## config.mk

```make
export PLATFORM = sky130hd
export DESIGN_NAME = cdb_slot_arbiter
export DESIGN_NICKNAME = d
export VERILOG_FILES = /design/src/rtl/cdb_slot_arbiter_pkg.sv /design/src/rtl/cdb_slot_arbiter_rr_pick.sv /design/src/rtl/cdb_slot_arbiter.sv
export SDC_FILE = /design/constraint.sdc
export NUM_CORES = 1
export LEC_CHECK = 0
export BUFFER_PORTS_ARGS = -buffer_cell sky130_fd_sc_hd__clkbuf_2
export CORE_MARGIN = 3
export CORE_UTILIZATION = 40
export CTS_CLUSTER_SIZE = 25
export DETAILED_ROUTE_END_ITERATION = 8
export PLACE_DENSITY = 0.69
export SYNTH_ARGS = -nofsm -noshare
export SYNTH_HDL_FRONTEND = slang
export SYNTH_HIERARCHICAL = 1
export SYNTH_SLANG_ARGS = --single-unit
export TNS_END_PERCENT = 30
```

## constraint.sdc

```tcl
create_clock -name clk -period 4.64 [get_ports clk]
set_input_delay 0.464 -clock clk [delete_from_list [all_inputs] [get_ports clk]]
set_output_delay 0.464 -clock clk [all_outputs]
set_load 0.02 [all_outputs]
```

## src/rtl/cdb_slot_arbiter_pkg.sv

```systemverilog
// Shared CDB widths, default FU map and latency helpers for the CDB slot arbiter.
// Latency: n/a (types, constants and constant functions only).
// Backpressure: n/a.
package cdb_slot_arbiter_pkg;

  localparam int CDB_DATA_W = 32;
  localparam int CDB_TAG_W  = 6;

  // Default execution unit indices
  localparam int FU_LS   = 0;
  localparam int FU_MULT = 1;
  localparam int FU_DIV  = 2;
  localparam int FU_INT  = 3;

  localparam int          DEF_NUM_FU  = 4;
  localparam int          DEF_MAX_LAT = 8;
  localparam logic [15:0] DEF_FU_LAT  = {4'd1, 4'd6, 4'd3, 4'd1};
  localparam logic [3:0]  DEF_FU_PIPE = 4'b1011;

  // Registered CDB status flags
  typedef struct packed {
    logic vld;
    logic branch;
    logic taken;
  } cdb_ctl_t;

  // Latency of FU 'fu' from the packed 4-bit-per-FU latency vector
  function automatic int lat_of(logic [31:0] lat_vec, int fu);
    return int'(lat_vec[4*fu +: 4]);
  endfunction

endpackage

```

## src/rtl/cdb_slot_arbiter_rr_pick.sv

```systemverilog
// Round-robin first-one finder: first set req bit at or after ptr, wrapping modulo N.
// Latency: combinational.
// Backpressure: none; gnt is one-hot (or zero when no request).
// Ports: req  - request vector
//        ptr  - search start index
//        gnt  - one-hot winner
//        idx  - winner index
//        any  - at least one request present
module cdb_slot_arbiter_rr_pick #(
  parameter int N     = 4,
  parameter int IDX_W = 2
) (
  input  logic [N-1:0]     req,
  input  logic [IDX_W-1:0] ptr,
  output logic [N-1:0]     gnt,
  output logic [IDX_W-1:0] idx,
  output logic             any
);

  always_comb begin
    gnt = '0;
    idx = '0;
    any = 1'b0;
    // Offset j walks the ring starting at ptr; the first hit wins.
    for (int j = 0; j < N; j++) begin
      for (int i = 0; i < N; i++) begin
        if (!any && req[i] && (((int'(ptr) + j) % N) == i)) begin
          any    = 1'b1;
          gnt[i] = 1'b1;
          idx    = IDX_W'(i);
        end
      end
    end
  end

endmodule

```

## src/rtl/cdb_slot_arbiter.sv

```systemverilog
// CDB reservation arbiter + registered writeback mux for NUM_FU fixed-latency FUs.
// Latency: grant in cycle t, FU result sampled in t+L, CDB outputs valid in t+L+1.
// Backpressure: FUs are held off (no fu_grant) while their CDB slot is taken, while a
//   blocking FU is busy, during cdb_flush, and while reset is asserted.
// Ports: clk/reset (async, active-low); fu_ready -> fu_grant issue handshake;
//   fu_result_* per-FU result buses; cdb_flush cancels in-flight reservations;
//   cdb_* registered broadcast to reservation stations / ROB.
module cdb_slot_arbiter
  import cdb_slot_arbiter_pkg::*;
#(
  parameter int                  NUM_FU  = DEF_NUM_FU,
  parameter int                  DATA_W  = CDB_DATA_W,
  parameter int                  TAG_W   = CDB_TAG_W,
  parameter int                  MAX_LAT = DEF_MAX_LAT,
  parameter logic [4*NUM_FU-1:0] FU_LAT  = DEF_FU_LAT,
  parameter logic [NUM_FU-1:0]   FU_PIPE = DEF_FU_PIPE
) (
  input  logic                     clk,
  input  logic                     reset,
  input  logic [NUM_FU-1:0]        fu_ready,
  output logic [NUM_FU-1:0]        fu_grant,
  input  logic [NUM_FU*DATA_W-1:0] fu_result_data,
  input  logic [NUM_FU*TAG_W-1:0]  fu_result_tag,
  input  logic [NUM_FU-1:0]        fu_result_branch,
  input  logic [NUM_FU-1:0]        fu_result_taken,
  input  logic [NUM_FU-1:0]        fu_result_nowb,
  input  logic                     cdb_flush,
  output logic                     cdb_valid,
  output logic [DATA_W-1:0]        cdb_data,
  output logic [TAG_W-1:0]         cdb_tag,
  output logic                     cdb_branch,
  output logic                     cdb_branch_taken
);

  localparam int          IDX_W   = (NUM_FU > 1) ? $clog2(NUM_FU) : 1;
  localparam int          BUSY_W  = $clog2(MAX_LAT + 1);
  localparam logic [31:0] LAT_VEC = 32'(FU_LAT);

  // occ_r[1] marks the slot whose owner drives its result this cycle; occ_r[k] the
  // slot driven k-1 cycles from now. A new grant at latency L lands in occ_r[L], so it
  // collides with whatever currently sits in occ_r[L+1].
  logic [MAX_LAT:1]   occ_r;
  logic [IDX_W-1:0]   own_r   [1:MAX_LAT];
  logic [MAX_LAT+1:1] occ_ext;
  logic [IDX_W-1:0]   own_ext [1:MAX_LAT+1];
  logic [IDX_W-1:0]   rr_ptr;
  logic [NUM_FU-1:0]  elig;
  logic [NUM_FU-1:0]  idle;

  assign occ_ext = {1'b0, occ_r};

  always_comb begin
    for (int k = 1; k <= MAX_LAT; k++) own_ext[k] = own_r[k];
    own_ext[MAX_LAT+1] = '0;
  end

  // Per-FU eligibility and blocking-FU busy counter
  for (genvar i = 0; i < NUM_FU; i++) begin : g_fu
    localparam int LAT  = lat_of(LAT_VEC, i);
    localparam int SLOT = (LAT >= 1 && LAT <= MAX_LAT) ? LAT + 1 : MAX_LAT + 1;
    logic [BUSY_W-1:0] busy_cnt;

    if (LAT < 1 || LAT > MAX_LAT) begin : g_bad_lat
      $error("cdb_slot_arbiter: FU %0d latency %0d outside 1..%0d", i, LAT, MAX_LAT);
    end

    assign idle[i] = FU_PIPE[i] | (busy_cnt == '0);
    assign elig[i] = reset & fu_ready[i] & ~cdb_flush & ~occ_ext[SLOT] & idle[i];

    // Loading L-1 lets the FU re-issue in the very cycle its previous result returns.
    always_ff @(posedge clk or negedge reset) begin
      if (!reset) begin
        busy_cnt <= '0;
      end else if (cdb_flush) begin
        busy_cnt <= '0;
      end else if (fu_grant[i] && !FU_PIPE[i]) begin
        busy_cnt <= BUSY_W'(LAT - 1);
      end else if (busy_cnt != '0) begin
        busy_cnt <= busy_cnt - BUSY_W'(1);
      end
    end
  end

  // One round-robin picker per latency group; distinct groups never collide.
  logic [NUM_FU-1:0] grp_req  [1:MAX_LAT];
  logic [NUM_FU-1:0] grp_gnt  [1:MAX_LAT];
  logic [IDX_W-1:0]  grp_idx  [1:MAX_LAT];
  logic              grp_any  [1:MAX_LAT];
  logic              grp_conf [1:MAX_LAT];

  for (genvar l = 1; l <= MAX_LAT; l++) begin : g_lat
    for (genvar i = 0; i < NUM_FU; i++) begin : g_mem
      assign grp_req[l][i] = elig[i] & (lat_of(LAT_VEC, i) == l);
    end
    // More than one bit set
    assign grp_conf[l] = (grp_req[l] & (grp_req[l] - NUM_FU'(1))) != '0;

    cdb_slot_arbiter_rr_pick #(
      .N     (NUM_FU),
      .IDX_W (IDX_W)
    ) u_pick (
      .req (grp_req[l]),
      .ptr (rr_ptr),
      .gnt (grp_gnt[l]),
      .idx (grp_idx[l]),
      .any (grp_any[l])
    );
  end

  // Merge group grants. A single shared pointer advances past the winner of the
  // lowest-latency conflicting group when several groups conflict at once.
  logic             conf_hit;
  logic [IDX_W-1:0] conf_idx;

  always_comb begin
    fu_grant = '0;
    conf_hit = 1'b0;
    conf_idx = '0;
    for (int l = 1; l <= MAX_LAT; l++) begin
      fu_grant = fu_grant | grp_gnt[l];
      if (grp_conf[l] && !conf_hit) begin
        conf_hit = 1'b1;
        conf_idx = grp_idx[l];
      end
    end
  end

  // Reservation / owner shift register and round-robin pointer
  always_ff @(posedge clk or negedge reset) begin
    if (!reset) begin
      occ_r  <= '0;
      rr_ptr <= '0;
      for (int k = 1; k <= MAX_LAT; k++) own_r[k] <= '0;
    end else begin
      if (cdb_flush) begin
        occ_r <= '0;
        for (int k = 1; k <= MAX_LAT; k++) own_r[k] <= '0;
      end else begin
        // Eligibility already excludes a grant landing on an occupied slot.
        for (int k = 1; k <= MAX_LAT; k++) begin
          occ_r[k] <= occ_ext[k+1] | grp_any[k];
          own_r[k] <= grp_any[k] ? grp_idx[k] : own_ext[k+1];
        end
      end
      if (conf_hit) begin
        rr_ptr <= (conf_idx == IDX_W'(NUM_FU - 1)) ? '0 : conf_idx + IDX_W'(1);
      end
    end
  end

  // Owner result select
  logic [DATA_W-1:0] sel_data;
  logic [TAG_W-1:0]  sel_tag;
  logic              sel_br;
  logic              sel_tk;
  logic              sel_nowb;

  always_comb begin
    sel_data = '0;
    sel_tag  = '0;
    sel_br   = 1'b0;
    sel_tk   = 1'b0;
    sel_nowb = 1'b0;
    for (int i = 0; i < NUM_FU; i++) begin
      if (own_r[1] == IDX_W'(i)) begin
        sel_data = fu_result_data[i*DATA_W +: DATA_W];
        sel_tag  = fu_result_tag[i*TAG_W +: TAG_W];
        sel_br   = fu_result_branch[i];
        sel_tk   = fu_result_taken[i];
        sel_nowb = fu_result_nowb[i];
      end
    end
  end

  // Registered CDB. Loads from occ_r[1] even during a flush: that result was already
  // committed to this cycle before the flush arrived.
  cdb_ctl_t ctl_r;

  always_ff @(posedge clk or negedge reset) begin
    if (!reset) begin
      ctl_r    <= '0;
      cdb_data <= '0;
      cdb_tag  <= '0;
    end else if (!occ_r[1]) begin
      ctl_r    <= '0;
      cdb_data <= '0;
      cdb_tag  <= '0;
    end else if (sel_br) begin
      ctl_r    <= '{vld: 1'b0, branch: 1'b1, taken: sel_tk};
      cdb_data <= '0;
      cdb_tag  <= '0;
    end else if (sel_nowb) begin
      ctl_r    <= '{vld: 1'b1, branch: 1'b0, taken: 1'b0};
      cdb_data <= '0;
      cdb_tag  <= '0;
    end else begin
      ctl_r    <= '{vld: 1'b1, branch: 1'b0, taken: 1'b0};
      cdb_data <= sel_data;
      cdb_tag  <= sel_tag;
    end
  end

  assign cdb_valid        = ctl_r.vld;
  assign cdb_branch       = ctl_r.branch;
  assign cdb_branch_taken = ctl_r.taken;

endmodule

```

## Word-level counts from Yosys, hierarchy flattened

Index checks and enable logic that the tools add are counted.

- Reduce and logical (&&, ||, !) cells: 60
- $add $sub $neg: 8
- Equality and inequality tests: 16
- Bitwise logic cells: 28
- Mux-type cells: 81

Operator list:

| operator | count |
|---|---|
| 32-bit two-way mux | 7 |
| 32-bit logical NOT | 4 |
| 6-bit two-way mux | 8 |
| 1-bit two-way mux | 42 |
| 2-bit two-way mux | 18 |
| 1-bit logical AND | 31 |
| 3-bit == test (second input constant) | 6 |
| 16-bit two-way mux | 1 |
| 4-bit nonzero test | 4 |
| 1-bit logical NOT | 15 |
| 1-bit bitwise AND | 13 |
| 4-bit two-way mux | 3 |
| 2-bit == test (second input constant) | 5 |
| 3-bit by 2-bit == test with 1-bit output (second input constant) | 3 |
| 4-bit by 1-bit subtractor with 4-bit output (second input constant) | 2 |
| 3-bit two-way mux | 2 |
| 2-bit OR reduction | 3 |
| 2-bit by 1-bit adder with 2-bit output (second input constant) | 2 |
| 2-bit adder (second input constant) | 2 |
| 2-bit by 4-bit bitwise AND with 4-bit output | 1 |
| 3-bit by 4-bit bitwise AND with 4-bit output | 1 |
| 4-bit bitwise AND | 1 |
| 2-bit by 1-bit == test with 1-bit output (second input constant) | 2 |
| 4-bit logical NOT | 1 |
| 11 further kinds | 16 |

- Bits of input ports: 171
- Output and inout bits: 45
- Bits in registers: 69

## Longest topological paths before layout

Gate-level depths: netlist of the first run.

- Word-level depth: 38
- Mapped depth: 12
- Mapped depth without buffers: 11

## By module

The synthesis of the first run kept the hierarchy.

By module, submodules not included:

| module | area an instance (um2) | cells an instance | instances |
|---|---|---|---|
| cdb_slot_arbiter | 3839.9 | 266 | 1 |
| cdb_slot_arbiter_rr_pick | 148.9 | 27 | 8 |

## Least setup slack after synthesis of the first run

Ideal clock, no wire load.

- Kind: reg-to-output
- From: register g_fu[2].busy_cnt[0]
- To: output port fu_grant[2]
- Path slack: 2.114 ns
- Stages on the path, launching flop included: 12
- Data required time: 4.176 ns
- Buffers on the path: 1
- Data arrival time: 2.062 ns
- Path through: dfrtp_1 inv_1 ha_1 or3b_1 clkbuf_1 nor2_1 and2b_4 nand2_1 o21ai_1 nor4_1 and2_1 inv_1

RTL lines:

| element | line | source |
|---|---|---|
| from (decl) | cdb_slot_arbiter.sv:61 | `logic [BUSY_W-1:0] busy_cnt;` |
| from (signal assigned) | cdb_slot_arbiter.sv:77 | `busy_cnt <= BUSY_W'(LAT - 1);` |
| from (signal assigned) | cdb_slot_arbiter.sv:79 | `busy_cnt <= busy_cnt - BUSY_W'(1);` |
| to (decl) | cdb_slot_arbiter.sv:21 | `output logic [NUM_FU-1:0] fu_grant,` |

==> metrics.md, run 1 <==
| Metric | Value |
|---|---|
| Core area | between 10000 and 15000 sq um |
| Final Hold Fails | 0 |
| Yosys reg bits | just over 70 |
| Global-route wire length before repair | 24.45 mm |
| Worst-skew pair later-pin latency | ~0.33 ns |
| DR vias | 4858 |
| Worst Hold Class | in2async |
| Cts hold-fix bufs | 0 |
| Most numerous cell on the critical path | inv_1 |
| Setup total negative slack | 0 ns |
| DR WL/cell | ~15 microns |
| RSZ-0062 raised after global routing | no |
| Slew HR | 32.04% |
| Min Tclk post-route | 3.225 ns |
| Die width | between 100 and 150 microns |
| Required @ worst endpoint | between 4 and 5 ns |
| GR Util All Layers | around 22% |
| Netlist cell types | 41 |
| Post-cts gate resize count | 0 |
| Critical path class | reg2out |
| Crit share post-route | between 60% and 70% |
| FP Rows | 40 |
| GP Congestion | approximately 0.94 |
| Worst-path fanout max | 7 |
| DR vias/cell | around 4.8 |
| DRT antenna net count | 0 |
| Antenna violations before repair | 0 |
| Primary FF master, synth | dfrtp_1 |
| Max-cap violations | 0 |
| Ratio of cells with drive above 1 in the final layout | between 30% and 40% |
| Seq/Total Area, Yosys | about a third |
| Warnings, synthesis | 6 |
| Nets@finish | roughly 1000 |
| Fmax | between 300 and 400 MHz |
| CP Data Arrival Time | 2.76 ns |
| Worst slew pin tran | a little over 1 ns |
| Max Slew Vio Count | 0 |
| Cell breakdown of the critical path | inv_1 > ha_1 > or3b_1 > nor2_1 > and2b_4 > nand2_1 > o21ai_1 > nor4_1 > and2_1 > inv_1 > clkbuf_2 |
| Mapped Avg Cell Area | 10.44 sq um |
| Fillers | 1106 |
| Mapped cell area | about 5000 sq um |
| Total CTS buffers | 9 |
| Largest stage delay on the critical path | 0.44 ns |
| Slowest stage cell, crit path | or3b_1 |
| Ys async rst share | 100.0% |
| Post-synth top area cell | dfrtp_1 |
| Full die area | ~14000 sq um |
| Clock transition at the registers of the reported paths | about 0.050 ns |
| Final setup violation count | 0 |
| Util after Layout | roughly three fifths |
| DRT Wirelength | between 15 and 20 mm |
| Setup crit end kind | output port |
| Grt total ovfl | 0 |
| CP Launch Type | flop |
| Area grow syn2layout | 40.51% |
| PD cells | 336.3 nW/um^2 |
| Leak pwr | approximately 0.0036 uW |
| DRC violations left | 0 |
| PortBufs | 215 |
| Reg-to-reg critical path startpoint | g_fu[2].busy_cnt[0]$_DFFE_PN0P_ |
| Initial DRC Count | 253 |
| Die height | 118.2 microns |
| Reg2Reg Depth | 11 |
| Synth top area share | a little over a third |
| Vias in the first global route | a little under 5000 |
| # diodes | 0 |
| TritonRoute pass-1 iters | 4 |
| CTS Buffer Depth | 2 |
| RR Endpoint | g_fu[2].busy_cnt[1]$_DFFE_PN0P_ |
| DP Wirelength | around 13 mm |
| Max IR drop VDD | ~0.34 mV |
| Synth top area cells | dfrtp_1, mux4_2, nor3b_2 |
| Clock skew | approximately 0.0037 ns |
| Num ports | ~220 |
| CTS root buffer | clkbuf_16 |
| Most frequent cells in the layout | clkbuf_2, conb_1, dfrtp_1, nor2_1, a21oi_1 |
| CTS tree | built |
| Sink Count | 71 |
| Starting Density | 41.37% |
| Commonest non-fill, non-tap cell in the layout | clkbuf_2 |
| Post-synth EDFFs | 0 |
| Fin Hold WS | around 0.088 ns |
| Post-CTS Setup Inserts | 0 |
| Design Power | between 2000 and 2500 uW |
| Number of H-tree levels | 3 |
| Register-to-register path setup slack | 2.14 ns |
| Outcome | finished, final reports clean |
| Largest net degree at the start of global routing | slightly above 70 |
| Post-Syn Instances | 482 |
-- state kept, by name, indices dropped and copies added (netlist names), 2 cells and up --
signal and flops:
cdb_data 32, occ_r 8, rr_ptr 2, g_fu.busy_cnt 4
own_ext 16, cdb_tag 6
-- how the worst max path moves through the flow --
stage	start	end	slack, ns	depth (start not counted)
4_1_cts	g_fu[2].busy_cnt[0]$_DFFE_PN0P_	fu_grant[2]	1.41	11
3_5_place_dp	cdb_flush	fu_grant[0]	1.77	9
5_1_grt	g_fu[2].busy_cnt[0]$_DFFE_PN0P_	fu_grant[2]	1.19	11
2_1_floorplan	g_fu[2].busy_cnt[0]$_DFFE_PN0P_	fu_grant[2]	2.11	11
6_report	g_fu[2].busy_cnt[0]$_DFFE_PN0P_	fu_grant[2]	1.41	11
3_3_place_gp	cdb_flush	fu_grant[0]	1.86	9
-- cell type report --
type | instances | area [sq um] | share of cell area, %
Multi-Input combinational cell | 505 | 3530 | 49.93
Sequential cell | 71 | 1780 | 25.19
Timing Repair Buffer | 219 | 1109 | 15.68
Clock buffer | 11 | 252.7 | 3.575
Tap cell | 168 | 210.2 | 2.973
Inverter | 29 | 108.9 | 1.540
Clock inverter | 5 | 78.83 | 1.115
-- metrics by stage --
stage | cell area (sq um) | instances | setup slack (ns)
4_1_cts | 7069 | 1008 | 1.413
3_5_place_dp | 6738 | 992 | 1.770
6_report | 7069 | 1008 | 1.415
3_3_place_gp | 6738 | 992 | 1.859
5_1_grt | 7069 | 1008 | 1.187
2_1_floorplan | 5605 | 635 | 2.114
-- where the power goes --
part | total (uW) | internal (uW) | switching (uW)
registers | 730 | 675 | 55.3
logic | 893 | 394 | 498
clock network | 754 | 499 | 255
total | 2380 | 1570 | 808
-- logic make-up after synthesis --
| kind of cell | Yosys count | share of synthesized area [%] |
|---|---|---|
| AO/OA/AOI/OAI | 102 | 13.93 |
| buffers and inverters | 59 | 5.944 |
| XOR/XNOR | 3 | 0.5224 |
| multiplexers | 59 | 22.03 |
| adder cells (fa/ha/maj) | 2 | 0.4973 |
| AND/OR/NAND/NOR | 185 | 21.69 |
| flip-flops | 71 | 35.31 |
| other | 1 | 0.07454 |
-- synth_stat cells (2+ instances only) --
library cell,n
nor3b_2,20
nor3_1,2
and2_1,4
dfrtp_1,71
mux2i_1,17
a311oi_1,8
buf_6,8
and2b_4,8
buf_1,2
nor2_1,64
buf_2,14
mux4_2,37
clkbuf_1,6
a211oi_1,16
nand2b_1,17
nand2_1,37
and3_1,2
xor2_1,2
o21ai_1,8
inv_1,29
a21oi_1,42
ha_1,2
nor3b_1,18
o221a_1,8
nor4_1,8
mux4_1,3
a31o_1,8
o22ai_1,8
-- worst max-delay path: cells and delay by family, from the launching register on --
family,cells,cell delay [ns]
adders and majority gates,1,0.17
buffers and inverters,3,0.39
DFF,1,0.41
and+or+nand+nor,6,1.35
AOI/OAI and AO/OA,1,0.11
-- routing by layer --
metal  track usage, %  wire, microns  up-vias
li1                 -              -     2339
met1            26.24           6093     2331
met2            39.62           8272      160
met3            5.311            924       28
met4            6.154            331        0
met5                0              0        -
Note: power is estimated with default switching activity, not from simulation.
==> inputs of run 2 (changes only) <==
--- a/config.mk
+++ b/config.mk
@@ -10,7 +10,7 @@
 export CORE_UTILIZATION = 40
 export CTS_CLUSTER_SIZE = 25
 export DETAILED_ROUTE_END_ITERATION = 8
-export PLACE_DENSITY = 0.69
+export PLACE_DENSITY = 0.72
 export SYNTH_ARGS = -nofsm -noshare
 export SYNTH_HDL_FRONTEND = slang
 export SYNTH_HIERARCHICAL = 1
==> constraint.sdc (replaced) <==
create_clock -name clk -period 2.7 [get_ports clk]
set_input_delay 0.27 -clock clk [delete_from_list [all_inputs] [get_ports clk]]
set_output_delay 0.27 -clock clk [all_outputs]
set_load 0.02 [all_outputs]
==> run 2 against run 1 <==
  * Largest power group unchanged
  * Critical endpoint unchanged
  * Sequential power increased by 71%
  * Clock power is 88% higher
  * Clock-buffer cell count grew 1
  * Wire length is 9.6% lower
  * Non-clock buffer count up 10
  * Clock skew grew 0.0066 ns
==> metrics.md, run 2 (synthesized netlist as in run 1, its figures left out) <==
| Metric | Value |
|---|---|
| Die height | 118.2 microns (unchanged) |
| Slowest stage cell, crit path | or3b_4 |
| Worst Path Buf+Inv | 3 (unchanged) |
| Fmax | approximately 400 MHz |
| Final instance area | 7199 sq um (+1.8%) |
| Global-route wire length before repair | 23.17 mm (-5.2%) |
| CTS tree | built |
| DRT antenna net count | 0 (unchanged) |
| Cell breakdown of the critical path | inv_1 > ha_1 > or3b_4 > nor2_4 > and2b_4 > nand2_1 > o21ai_1 > nor4_1 > and2_1 > inv_2 > buf_4 |
| Die width | 118.2 microns (unchanged) |
| Number of H-tree levels | 3 (unchanged) |
| Critical path class | reg2out |
| RSZ-0062 raised after global routing | no |
| FP Rows | 40 (unchanged) |
| PortBufs | 215 (unchanged) |
| Crit share post-route | between 90 and 100% |
| Worst-path fanout max | 4 (-3) |
| Antenna violations before repair | 2 (+2) |
| Nets@finish | 1018 (+0.99%) |
| Full die area | 13960 sq um (unchanged) |
| Vias in the first global route | 4733 (-2.6%) |
| Num ports | 216 (unchanged) |
| # diodes | 0 (unchanged) |
| Final setup violation count | 0 (unchanged) |
| Max IR drop VDD | 0.4124 mV (+21%) |
| Most flop-heavy register | cdb_data |
| Reg-to-reg critical path startpoint | g_fu[2].busy_cnt[0]$_DFFE_PN0P_ |
| Design Power | 4210 uW (+77%) |
| Grt total ovfl | 0 (unchanged) |
| Placed cells | 999 (+0.71%) |
| Delay-heaviest family, CP | simple AND/OR/NAND/NOR gates |
| CP Data Arrival Time | 2.25 ns (-0.51 ns) |
| Initial DRC Count | 172 (-32%) |
| Reg2Reg Depth | 11 (unchanged) |
| Most frequent cells in the layout | clkbuf_2, conb_1, dfrtp_1, nor2_1, a21oi_1 |
| CTS Buffer Depth | 2 (unchanged) |
| Max-cap violations | 0 (unchanged) |
| Largest net degree at the start of global routing | 54 (-24%) |
| Setup total negative slack | 0 ns (unchanged) |
| DR vias/cell | 4.607 (-4.4%) |
| Worst-skew pair later-pin latency | 0.32 ns (about the same) |
| CTS root buffer | clkbuf_16 |
| Register-to-register path setup slack | 0.52 ns (-1.62 ns) |
| Levels on crit path | 11 (unchanged) |
| Worst slew pin tran | 0.9620 ns (-0.05745 ns) |
| Placed cell areas | 6790 sq um (+0.78%) |
| Starting Density | 41.37% (unchanged) |
| Commonest non-fill, non-tap cell in the layout | clkbuf_2 |
| Total CTS buffers | 9 (unchanged) |
| Max Slew Vio Count | 0 (unchanged) |
| Clock transition at the registers of the reported paths | 0.06 ns (about the same) |
| DRT Wirelength | 14.12 mm (-9.6%) |
| Ratio of cells with drive above 1 in the final layout | 37.65% (+1.2 points) |
| Sink Count | 71 (unchanged) |
| Min Tclk post-route | 2.525 ns |
| DRC violations left | 0 (unchanged) |
| Core area | 12160 sq um (unchanged) |
| Outcome | finished, final reports clean |
| GP Congestion | 0.7876 (-16%) |
| CP Launch Type | flop |
| Crit path from | g_fu[2].busy_cnt[1]$_DFFE_PN0P_ |
| RR Endpoint | g_fu[2].busy_cnt[1]$_DFFE_PN0P_ |
| Area grow syn2layout | 43.10% |
| Final Hold Fails | 0 (unchanged) |
| Max FFs per register | 32 (unchanged) |
| DP Wirelength | 11.23 mm (-11%) |
| TritonRoute pass-1 iters | 4 (unchanged) |
| Final cell count without fillers | 1018 (+0.99%) |
| Leak pwr | 0.003633 uW (+1.8%) |
| Clock skew | 0.01029 ns (+0.006563 ns) |
| Slew HR | 35.87% (+3.8 points) |
| PD cells | 584.8 nW/um^2 (+74%) |
| CP endpoint | fu_grant[2] |
| GR Util All Layers | 20.47% (-1.6 points) |
| Fillers | 1105 (-0.090%) |
| Worst Hold Class | in2async |
| DR vias | 4690 (-3.5%) |
| Required @ worst endpoint | 2.43 ns (-1.75 ns) |
| DR WL/cell | 13.87 microns (-11%) |
| Setup crit end kind | output port |
| Largest stage delay on the critical path | 0.41 ns (-0.03 ns) |
## run 2: cell count changes in the layout (fill, tap and decap cells not counted), moves of 2 or more
cell / before / now
buf_4: 5 / 15
clkinv_2: 2 / 0
inv_1: 29 / 27
inv_2: 0 / 2
## run 2: worst min path at each step
stage / end / slack [ns] / depth (start not counted)
2_1_floorplan: cdb_branch$_DFF_PN0_ / -0.03 / 0
5_1_grt: own_ext[6]$_DFF_PN0_ / 0.03 / 2
3_5_place_dp: cdb_branch$_DFF_PN0_ / 0.16 / 1
6_report: own_ext[6]$_DFF_PN0_ / 0.01 / 2
4_1_cts: g_fu[2].busy_cnt[3]$_DFFE_PN0P_ / 0.02 / 2
3_3_place_gp: cdb_branch$_DFF_PN0_ / 0.15 / 1
## run 2: layout make-up
type	count	area (sq um)	area share [%]
multi-input combinational	505	3546	49.25
sequential	71	1780	24.73
timing repair buffer	229	1189	16.51
clock buffer	12	266.5	3.702
tap	168	210.2	2.920
inverter	29	108.9	1.512
clock inverter	4	98.84	1.373
## run 2: repair_timing
item | CTS | global route
resized for setup | 2 | 6
hold endpoints to repair | 13 | 0
endpoints found under the setup margin | 1 | 2
pin swaps | 0 | 1
buffers inserted | 0 | 2
hold buffers | 1 | 0
## run 2: where the power goes
| part | switching [uW] | leakage, uW | internal (uW) | total (uW) |
|---|---|---|---|---|
| registers | 93.4 | 0.000936 | 1160 | 1250 |
| logic | 837 | 0.00252 | 699 | 1540 |
| clock network | 440 | 0.000179 | 982 | 1420 |
## run 2: routing by layer
| metal | vias to the layer above | share of wire (%) | global-route usage [%] |
|---|---|---|---|
| li1 | 2358 | - | - |
| met1 | 2183 | 42 | 26.00 |
| met2 | 126 | 51 | 35.51 |
| met3 | 19 | 5.3 | 5.120 |
| met4 | 4 | 1.4 | 4.176 |
| met5 | - | 0.22 | 0 |
## run 2: stage by stage
| stage | setup slack, ns | hold WS, ns | util (%) |
|---|---|---|---|
| floorplan | 0.3682 | -0.02559 | - |
| global placement | 0.3436 | 0.1510 | 55.83 |
| CTS | 0.02006 | 0.01797 | 58.96 |
| global route | 0.008573 | 0.02722 | 59.20 |
| finish | 0.1752 | 0.01373 | 59.20 |
| detailed placement | 0.2774 | 0.1560 | 55.83 |
## run 2: worst reg2reg max path, stage by stage (launching register included)
cell	delay [ns]
dfrtp_1	0.39
inv_2	0.06
ha_1	0.21
or3b_4	0.26
nor2_4	0.04
and2b_4	0.17
nand2_1	0.06
o21ai_1	0.06
nor4_1	0.22
and2_1	0.22
inv_2	0.06
a2111oi_0	0.31
==> inputs of run 3 (changes only) <==
--- a/config.mk
+++ b/config.mk
@@ -10,7 +10,8 @@
 export CORE_UTILIZATION = 40
 export CTS_CLUSTER_SIZE = 25
 export DETAILED_ROUTE_END_ITERATION = 8
-export PLACE_DENSITY = 0.72
+export PLACE_DENSITY = 0.69
+export REMOVE_ABC_BUFFERS = 1
 export SYNTH_ARGS = -nofsm -noshare
 export SYNTH_HDL_FRONTEND = slang
 export SYNTH_HIERARCHICAL = 1
==> constraint.sdc (replaced) <==
create_clock -name clk -period 3.2 [get_ports clk]
set_input_delay 0.32 -clock clk [delete_from_list [all_inputs] [get_ports clk]]
set_output_delay 0.32 -clock clk [all_outputs]
set_load 0.02 [all_outputs]
==> run 3 against run 2 <==
  * Sequential share of layout area is 0.46 points higher
  * Setup slack better by 0.094 ns
  * Final cell count is 0.49% lower
  * Die area stayed put
  * Combinational power is 16% lower
  * Global-route usage is 1.7 points higher
  * Sequential cell count stayed put
  * Sequential power is 15% lower
  * First-iteration DRC count is 20% higher
  * Clock skew is 0.0042 ns lower
  * Clock power is 34% lower
  * Largest cell class unchanged
==> metrics.md, run 3 (synthesized netlist as in run 1, its figures left out) <==
| Metric | Value |
|---|---|
| Outcome | finished, final reports clean |
| Placed cell areas | 6780 sq um (-0.15%) |
| Setup total negative slack | 0 ns (unchanged) |
| PortBufs | 215 (unchanged) |
| Max Slew Vio Count | 0 (unchanged) |
| TritonRoute pass-1 iters | 4 (unchanged) |
| Final instance area | 7069 sq um (-1.8%) |
| Nets@finish | 1012 (-0.59%) |
| Clock skew | 0.006098 ns (-0.004191 ns) |
| Largest stage delay on the critical path | 0.44 ns (+0.03 ns) |
| Initial DRC Count | 206 (+20%) |
| Largest net degree at the start of global routing | 47 (-13%) |
| Sw Ratio | 36.13% (+3.6 points) |
| Leak pwr | 0.003558 uW (-2.1%) |
| Min Tclk post-route | between 2 and 3 ns |
| Delay-heaviest family, CP | simple AND/OR/NAND/NOR gates |
| RR Endpoint | g_fu[2].busy_cnt[1]$_DFFE_PN0P_ |
| DRC violations left | 0 (unchanged) |
| PD cells | 465.8 nW/um^2 (-20%) |
| Grt total ovfl | 0 (unchanged) |
| Critical path class | reg2out |
| Crit path from | g_fu[2].busy_cnt[0]$_DFFE_PN0P_ |
| Die width | 118.2 microns (unchanged) |
| Int Pwr | 2103 uW (-26%) |
| DR vias/cell | 4.685 (+1.7%) |
| Starting Density | 41.37% (unchanged) |
| Switching power | 1190 uW (-13%) |
| Slowest stage cell, crit path | or3b_1 |
| Max-cap violations | 0 (unchanged) |
| RSZ-0062 raised after global routing | no |
| CTS tree | built |
| Max IR drop VDD | 0.2905 mV (-30%) |
| GP Congestion | 0.8896 (+13%) |
| Most frequent cells in the layout | clkbuf_2, conb_1, dfrtp_1, nor2_1, a21oi_1 |
| Final setup violation count | 0 (unchanged) |
| Fillers | 1086 (-1.7%) |
| Reg2Reg Depth | 11 (unchanged) |
| CTS Buffer Depth | 2 (unchanged) |
| DR vias | 4746 (+1.2%) |
| Antenna violations before repair | 0 (-2) |
| Worst-skew pair later-pin latency | 0.33 ns (about the same) |
| Register-to-register path setup slack | 0.84 ns (+0.32 ns) |
| Die height | 118.2 microns (unchanged) |
| Worst Hold Class | in2async |
| Seq pwr share | 32.2% (+2.4 points) |
| Area grow syn2layout | 40.51% |
| Max FFs per register | 32 (unchanged) |
| Worst-path fanout max | 7 (+3) |
| Comb power frac | 39.4% (+2.9 points) |
| Post-CTS Setup Inserts | 0 (unchanged) |
| DP Wirelength | 12.57 mm (+12%) |
| Num ports | 216 (unchanged) |
| Fmax | 341.3 MHz |
| Full die area | 13960 sq um (unchanged) |
| Cell breakdown of the critical path | inv_1 > ha_1 > or3b_1 > nor2_2 > and2b_4 > nand2_1 > o21ai_1 > nor4_1 > and2_1 > inv_1 > clkbuf_2 |
| Crit share post-route | 91.57% |
| Levels on crit path | 11 (unchanged) |
| Global-route wire length before repair | 24.82 mm (+7.1%) |
| Sink Count | 71 (unchanged) |
| Number of H-tree levels | 3 (unchanged) |
| Worst slew pin tran | 0.9492 ns (-0.01275 ns) |
| CP Data Arrival Time | 2.61 ns (+0.36 ns) |
| CP Launch Type | flop |
| Most numerous cell on the critical path | inv_1 |
| Clock transition at the registers of the reported paths | 0.06 ns (about the same) |
| Final Hold Fails | 0 (unchanged) |
| DRT Wirelength | 15.30 mm (+8.4%) |
| FP Rows | 40 (unchanged) |
| Commonest non-fill, non-tap cell in the layout | clkbuf_2 |
| Vias in the first global route | 5027 (+6.2%) |
| CP endpoint | fu_grant[2] |
| Slew HR | 36.72% (+0.85 points) |
| Clk pwr share | 28.4% (-5.4 points) |
| Worst Path Buf+Inv | 3 (unchanged) |
| Core area | 12160 sq um (unchanged) |
| Reg-to-reg critical path startpoint | g_fu[2].busy_cnt[0]$_DFFE_PN0P_ |
| Fin Hold WS | 0.07766 ns (+0.06393 ns) |
| DR WL/cell | 15.10 microns (+8.9%) |
| Most flop-heavy register | cdb_data |
| DRT antenna net count | 0 (unchanged) |
| CTS root buffer | clkbuf_16 |
| Ratio of cells with drive above 1 in the final layout | 36.85% (-0.80 points) |
| Required @ worst endpoint | 2.88 ns (+0.45 ns) |
| GR Util All Layers | 22.18% (+1.7 points) |
| Setup crit end kind | output port |
| Total CTS buffers | 9 (unchanged) |
run 3: cell types whose count changed in the layout (fill, tap and decap cells not counted), sizes merged:
cell,change
buf,-6
bufinv,-3
clkinvlp,+3
clkinv,+2
clkbuf,-1
diode,+1
dlygate4sd3,-1
run 3: cell type report:
cell class / instances / area [sq um] / share of cell area, %
Sequential cell: 71 / 1780 / 25.19
Clock inverter: 6 / 45.04 / 0.6372
Multi-Input combinational cell: 505 / 3532 / 49.96
Timing Repair Buffer: 223 / 1151 / 16.28
Clock buffer: 10 / 239.0 / 3.381
Inverter: 29 / 108.9 / 1.540
Tap cell: 168 / 210.2 / 2.973
Antenna cell: 1 / 2.502 / 0.03540
run 3: power by group through the flow:
stage	Clock, uW	Combinational, uW	Sequential, uW
finish	934	1300	1060
global route	986	1440	1070
CTS	960	1230	1060
detailed placement	0	1220	1070
global placement	0	1200	1070
floorplan	0	773	1190
run 3: timing repair:
action | CTS | global route
hold endpoints to repair | 0 | 0
hold buffers | 0 | 0
resized for setup | 0 | 1
endpoints found under the setup margin | 0 | 1
run 3: routing by layer:
layer  wire (microns)  vias to the layer above  part of all wire, %  global-route usage (%)
li1                 -                     2349                    -                       -
met1             6023                     2210                   39                   26.05
met2             7924                      155                   52                   39.87
met3              906                       32                  5.9                   5.072
met4              447                        0                  2.9                   7.399
met5                0                        -                    0                       0
run 3: how the worst min path moves through the flow:
| stage | from | endpoint | slack (ns) | cells past startpoint |
|---|---|---|---|---|
| final | reset | occ_r[6]$_DFF_PN0_ | 0.08 | 2 |
| after floorplan | reset | cdb_branch$_DFF_PN0_ | 0.02 | 0 |
| after detailed placement | reset | own_ext[14]$_DFF_PN0_ | 0.43 | 2 |
| after CTS | reset | g_fu[2].busy_cnt[3]$_DFFE_PN0P_ | 0.08 | 2 |
| after global routing | reset | occ_r[6]$_DFF_PN0_ | 0.11 | 2 |
| after global placement | reset | own_ext[15]$_DFF_PN0_ | 0.42 | 2 |
run 3: metrics by stage:
step           util [%]  instances  total power [uW]  setup WS [ns]
2_1_floorplan         -        605              1962         0.1726
3_3_place_gp      55.75        996              2267         0.6428
3_5_place_dp      55.75        996              2299         0.5176
4_1_cts           58.09       1012              3245         0.1516
5_1_grt           58.11       1012              3499        0.03578
6_report          58.13       1013              3293         0.2697
